===== config.mk =====
export PLATFORM = sky130hd
export DESIGN_NAME = isp_csc_rgb2gray
export DESIGN_NICKNAME = d
export VERILOG_FILES = /design/src/rtl/isp_csc_rgb2gray.sv
export SDC_FILE = /design/constraint.sdc
export NUM_CORES = 1
export LEC_CHECK = 0
export ABC_AREA = 1
export CAP_MARGIN = 30
export CORE_MARGIN = 2
export CORE_UTILIZATION = 55
export DETAILED_ROUTE_END_ITERATION = 7
export GPL_TIMING_DRIVEN = 0
export PLACE_DENSITY = 0.73
export SYNTH_ARGS = -nofsm -noshare
export SYNTH_HDL_FRONTEND = slang
export SYNTH_SLANG_ARGS = --single-unit

===== constraint.sdc =====
create_clock -name clk -period 4.2 [get_ports clk]
set_input_delay 0.42 -clock clk [delete_from_list [all_inputs] [get_ports clk]]
set_output_delay 0.42 -clock clk [all_outputs]
set_load 0.01 [all_outputs]

===== src/rtl/isp_csc_rgb2gray.sv =====
// isp_csc_rgb2gray: streaming RGB888 -> 8-bit luma converter (BT.601 weights).
// Three elastic pipeline stages: products, rounded sum, shifted/saturated byte.
// Each stage loads when it is empty or when its content moves on in the same cycle.
// Up to three pixels are held under backpressure.
module isp_csc_rgb2gray #(
    parameter int unsigned DATA_WIDTH = 24,
    parameter int unsigned COEF_R     = 77,
    parameter int unsigned COEF_G     = 150,
    parameter int unsigned COEF_B     = 29,
    parameter int unsigned COEF_FRAC  = 8
) (
    input  logic                  clk,
    input  logic                  rst_n,        // synchronous, active-high
    input  logic [DATA_WIDTH-1:0] data_m_rgb,
    input  logic                  valid_m,
    output logic                  ready_m,
    output logic                  valid_s,
    input  logic                  ready_s,
    output logic [7:0]            data_s_gray
);

    // Channel, coefficient and accumulator widths derived from the parameters.
    localparam int unsigned CH_W     = DATA_WIDTH / 3;
    localparam int unsigned OUT_W    = 8;
    localparam int unsigned COEF_MAX_RG = (COEF_R > COEF_G) ? COEF_R : COEF_G;
    localparam int unsigned COEF_MAX = (COEF_MAX_RG > COEF_B) ? COEF_MAX_RG : COEF_B;
    localparam int unsigned COEF_W   = (COEF_MAX > 1) ? $clog2(COEF_MAX + 1) : 1;
    localparam int unsigned PROD_W   = CH_W + COEF_W;
    // Three products need two carry bits; keep room for the rounding constant too.
    localparam int unsigned SUM_W    = ((COEF_FRAC > PROD_W) ? COEF_FRAC : PROD_W) + 2;
    localparam int unsigned RND      = (COEF_FRAC > 0) ? (1 << (COEF_FRAC - 1)) : 0;
    localparam int unsigned SAT      = (1 << OUT_W) - 1;

    // Input channel split: R in the top third, B in the bottom third.
    logic [CH_W-1:0] ch_r;
    logic [CH_W-1:0] ch_g;
    logic [CH_W-1:0] ch_b;

    assign ch_r = data_m_rgb[3*CH_W-1 -: CH_W];
    assign ch_g = data_m_rgb[2*CH_W-1 -: CH_W];
    assign ch_b = data_m_rgb[CH_W-1   -: CH_W];

    // Stage state.
    logic              v1_q, v1_d;
    logic              v2_q, v2_d;
    logic              v3_q, v3_d;
    logic [PROD_W-1:0] prod_r_q, prod_r_d;
    logic [PROD_W-1:0] prod_g_q, prod_g_d;
    logic [PROD_W-1:0] prod_b_q, prod_b_d;
    logic [SUM_W-1:0]  sum_q, sum_d;
    logic [OUT_W-1:0]  gray_q, gray_d;

    // Per-stage load enables and handshake qualifiers.
    logic             ld1_c;
    logic             ld2_c;
    logic             ld3_c;
    logic             in_xfer_c;
    logic [SUM_W-1:0] shifted_c;

    // Elastic load chain: a stage loads when empty or when its content drains.
    always_comb begin
        ld3_c     = !v3_q || ready_s;
        ld2_c     = !v2_q || ld3_c;
        ld1_c     = !v1_q || ld2_c;
        ready_m   = ld1_c && !rst_n;
        in_xfer_c = valid_m && ready_m;
    end

    // Next-state for valids and datapath registers; defaults hold current contents.
    always_comb begin
        v1_d      = v1_q;
        v2_d      = v2_q;
        v3_d      = v3_q;
        prod_r_d  = prod_r_q;
        prod_g_d  = prod_g_q;
        prod_b_d  = prod_b_q;
        sum_d     = sum_q;
        gray_d    = gray_q;
        shifted_c = sum_q >> COEF_FRAC;

        if (ld1_c) begin
            v1_d = in_xfer_c;
            if (in_xfer_c) begin
                prod_r_d = PROD_W'(ch_r) * PROD_W'(COEF_R);
                prod_g_d = PROD_W'(ch_g) * PROD_W'(COEF_G);
                prod_b_d = PROD_W'(ch_b) * PROD_W'(COEF_B);
            end
        end

        if (ld2_c) begin
            v2_d = v1_q;
            if (v1_q) begin
                sum_d = SUM_W'(prod_r_q) + SUM_W'(prod_g_q)
                      + SUM_W'(prod_b_q) + SUM_W'(RND);
            end
        end

        if (ld3_c) begin
            v3_d = v2_q;
            if (v2_q) begin
                gray_d = (shifted_c > SUM_W'(SAT)) ? OUT_W'(SAT) : OUT_W'(shifted_c);
            end
        end
    end

    // State registers with synchronous active-high reset discarding in-flight pixels.
    always_ff @(posedge clk) begin
        if (rst_n) begin
            v1_q     <= 1'b0;
            v2_q     <= 1'b0;
            v3_q     <= 1'b0;
            prod_r_q <= '0;
            prod_g_q <= '0;
            prod_b_q <= '0;
            sum_q    <= '0;
            gray_q   <= '0;
        end else begin
            v1_q     <= v1_d;
            v2_q     <= v2_d;
            v3_q     <= v3_d;
            prod_r_q <= prod_r_d;
            prod_g_q <= prod_g_d;
            prod_b_q <= prod_b_d;
            sum_q    <= sum_d;
            gray_q   <= gray_d;
        end
    end

    assign valid_s     = v3_q;
    assign data_s_gray = gray_q;

endmodule


==> results of run 1 <==
-- sequential cells by signal, summed over array words and instances, names as in the netlist --
name         flops
sum_q           10
data_s_gray      8
v2_q             1
prod_g_q        15
prod_r_q        15
valid_s          1
prod_b_q        13
v1_q             1
-- final cells by class --
cell class | instances | area [µm²]
Inverter | 209 | 787
Clock buffer | 9 | 225
Multi-Input combinational cell | 645 | 4620
Tap cell | 168 | 210
Fill cell | 1143 | 4400
Timing Repair Buffer | 36 | 360
Sequential cell | 64 | 1280
Buffer | 17 | 116
Clock inverter | 6 | 61.3
-- path summary, 6_finish.rpt --
path | startpoint | endpoint | slack, ns | cells after the start
setup / recovery | data_m_rgb[21] | prod_r_q[13] | 0.57 | 16
hold / removal | rst_n | prod_g_q[12] | 0.43 | 4
setup reg to reg | prod_r_q[3] | sum_q[8] | 1.46 | 12
hold reg to reg | prod_g_q[8] | prod_g_q[8] | 0.47 | 2
-- critical path, stage by stage --
cell and delay (ns):
clkdlybuf4s50_1 0.61, ha_1 0.28, ha_1 0.27, inv_1 0.05, fa_1 0.49, fa_1 0.52
inv_1 0.05, ha_1 0.34, nand2_1 0.12, a21oi_1 0.05, o21ai_0 0.24, nand3_1 0.10
nand2_1 0.08, nand3_1 0.11, nand2_1 0.09, inv_1 0.04
-- Yosys cell counts (2+ instances only) --
| master | instances |
|---|---|
| inv_1 | 206 |
| xor2_1 | 7 |
| dfxtp_1 | 64 |
| nand3_1 | 63 |
| a21oi_1 | 50 |
| a31oi_1 | 5 |
| ha_1 | 127 |
| o21bai_1 | 6 |
| buf_4 | 6 |
| o21ai_1 | 16 |
| fa_1 | 38 |
| nand4_1 | 5 |
| a21boi_1 | 2 |
| nor3_1 | 9 |
| a21o_1 | 2 |
| a21oi_2 | 2 |
| nand2_1 | 179 |
| inv_2 | 2 |
| buf_2 | 6 |
| o21ai_0 | 49 |
| nand3b_1 | 2 |
| xnor2_1 | 6 |
| and2_1 | 2 |
| buf_6 | 3 |
| nand2_2 | 2 |
| nor2_1 | 58 |
-- cell usage in the layout (no fill, tap or decap), types with 3 or more instances in the layout --
master             n
nor3_1             9
buf_6              3
xor2_1             7
o21ai_1           16
inv_1            206
clkinv_2           3
a31oi_1            5
nand3_1           63
a21oi_1           50
clkdlybuf4s50_1   36
o21ai_0           49
nand2_1          179
buf_2              6
buf_4              6
nor2_1            58
xnor2_1            6
ha_1             127
dfxtp_1           64
fa_1              38
nand4_1            5
clkbuf_16          9
o21bai_1           6
-- power by group --
part	switching (mW)	internal, mW
Combinational	1.17	0.699
Clock	0.266	0.453
Sequential	0.0418	0.694
-- metal layers --
layer  share of wire, %  vias up  GRT usage, %
met5                  0        -             0
met4                2.4        0          7.31
met3                3.1       28          3.37
met2                 45       94          40.1
met1                 50     2664          32.5
li1                   -     3059             -
-- logic make-up after synthesis --
family,Yosys count
AND/OR/NAND/NOR,328
XOR/XNOR,13
adder cells (fa/ha/maj),165
flip-flops,64
buffers and inverters,226
AO/OA/AOI/OAI,139
-- metrics by stage --
step | utilization [%] | hold slack [ns]
after floorplan | - | 0.447
after global placement | 61.2 | 0.463
after detailed placement | 61.2 | 0.463
after CTS | 63.5 | 0.429
after global routing | 63.5 | 0.450
final | 63.5 | 0.432
==> results.yml, run 1 <==
yosys:
  synth-simple-area-share_pct: 20.6
  synthArstFlopShare_pct: 0
  muxShareOfSynthArea_pct: 0
  synthCells: 935
  synth_seq_area_share_pct: 18.8
  yosysTopAreaCellShare_pct: 23.3
  synth_nets: 1128
  synth_xor_xnor_area_share_pct: 1.67
  synth_top_family_by_area: "adder cells"
  synth_edf_count: 0
  synth_top_area_cell: "ha_1"
  yosysWarnings: 0
  syn_area_per_cell_um2: 7.28
  ys_seq_elements: 64
  synthAdderAreaFrac_pct: 34.5
  synth_area_leaders: "ha_1, dfxtp_1, inv_1, fa_1, nand2_1"
  synth_compound_area_share_pct: 11.2
  syn_area_um2: 6810
  synth-main-ff-cell: "dfxtp_1"
  yosysUniqueCellTypes: 44
timing:
  fin_ws_ns: 0.568
  hold_violations: 0
  setup_viol: 0
  finalMaxSlewViolations: 0
  slew_headroom_pct: 65.0
  clock.fmax_ghz: 0.275
  worst_clock_skew_ns: 0.00637
  finalCriticalPeriod_ns: 3.63
  rsz0062_at_grt: "false"
  setup_tns_ns: 0
  finalCritPeriodShare_pct: 86.5
  tightest_slew_ns: 0.524
cts:
  cts_htree_levels: 3
  cts_hold_buf: 0
  cts.sinks: 64
  ctsLongestPathBuffers: 2
  root_buffer: "clkbuf_16"
  cts_setup_buffers: 0
  numCtsBuffers: 9
  cts_tree: "done"
  cts_resized: 0
  insertion_delay_ns: 0.33
  clk_pin_slew_ns: 0.05
power_and_ir_drop:
  power_density_nw_per_um2: 433
  power_mw: 3.32
  peakVddDrop_mv: 0.277
  power_leakage_nw: 4.22
floorplan:
  ios: 38
  dieWidth_um: 115
  fp.dieH_um: 115
  coreArea_um2: 12100
  rows: 40
  start_util_pct: 56.4
  fp.dieArea_um2: 13300
detailed_routing:
  avgViaCountPerCell: 5.06
  first_iter_violations: 325
  ant_nets: 0
  drc: 0
  wire_per_inst_um: 12.8
  routed_wl_um: 14800
  vias: 5845
  drt_pass1_iterations: 5
placement:
  gp_congestion: 0.963
  pre_cts_ws_ns: 0.237
  placed_cells: 1139
  dp_hpwl_um: 12300
  dpl_cell_area_um2: 7380
  numPortBuffers: 36
grt:
  grt_max_degree: 12
  grt_pass1_vias: 5664
  antenna_found_initial: 0
  grt_use_total_pct: 24.1
  grt-ovfl-total: 0
  grt_first_pass_wirelength_um: 25500
cells_and_area:
  nets: 1175
  antenna_cells: 0
  fin_area_um2: 7660
  fin_cells: 1154
  drive_above_1_share_pct: 4.56
  area_delta_synth_final_pct: 12.6
worst_setup_path:
  required_ns: 4.42
  worstSetupPathType: "in -> reg"
  end_kind: "register"
  start_kind: "input pin"
  arrival_ns: 3.86
  crit_path_max_fanout: 4
outcome:
  status: "complete, no violations"
min_path:
  holdCritPathClass: "in -> reg"
flow_run:
  max_cap_violations: 0
No activity file was read; power rests on OpenSTA's default activity.
==> run 2: changes to the inputs <==
Settings changed: CTS_CLUSTER_SIZE set to 14.
==> results of run 2 <==
The final DEF is identical to that of run 1; final timing and power are the same.
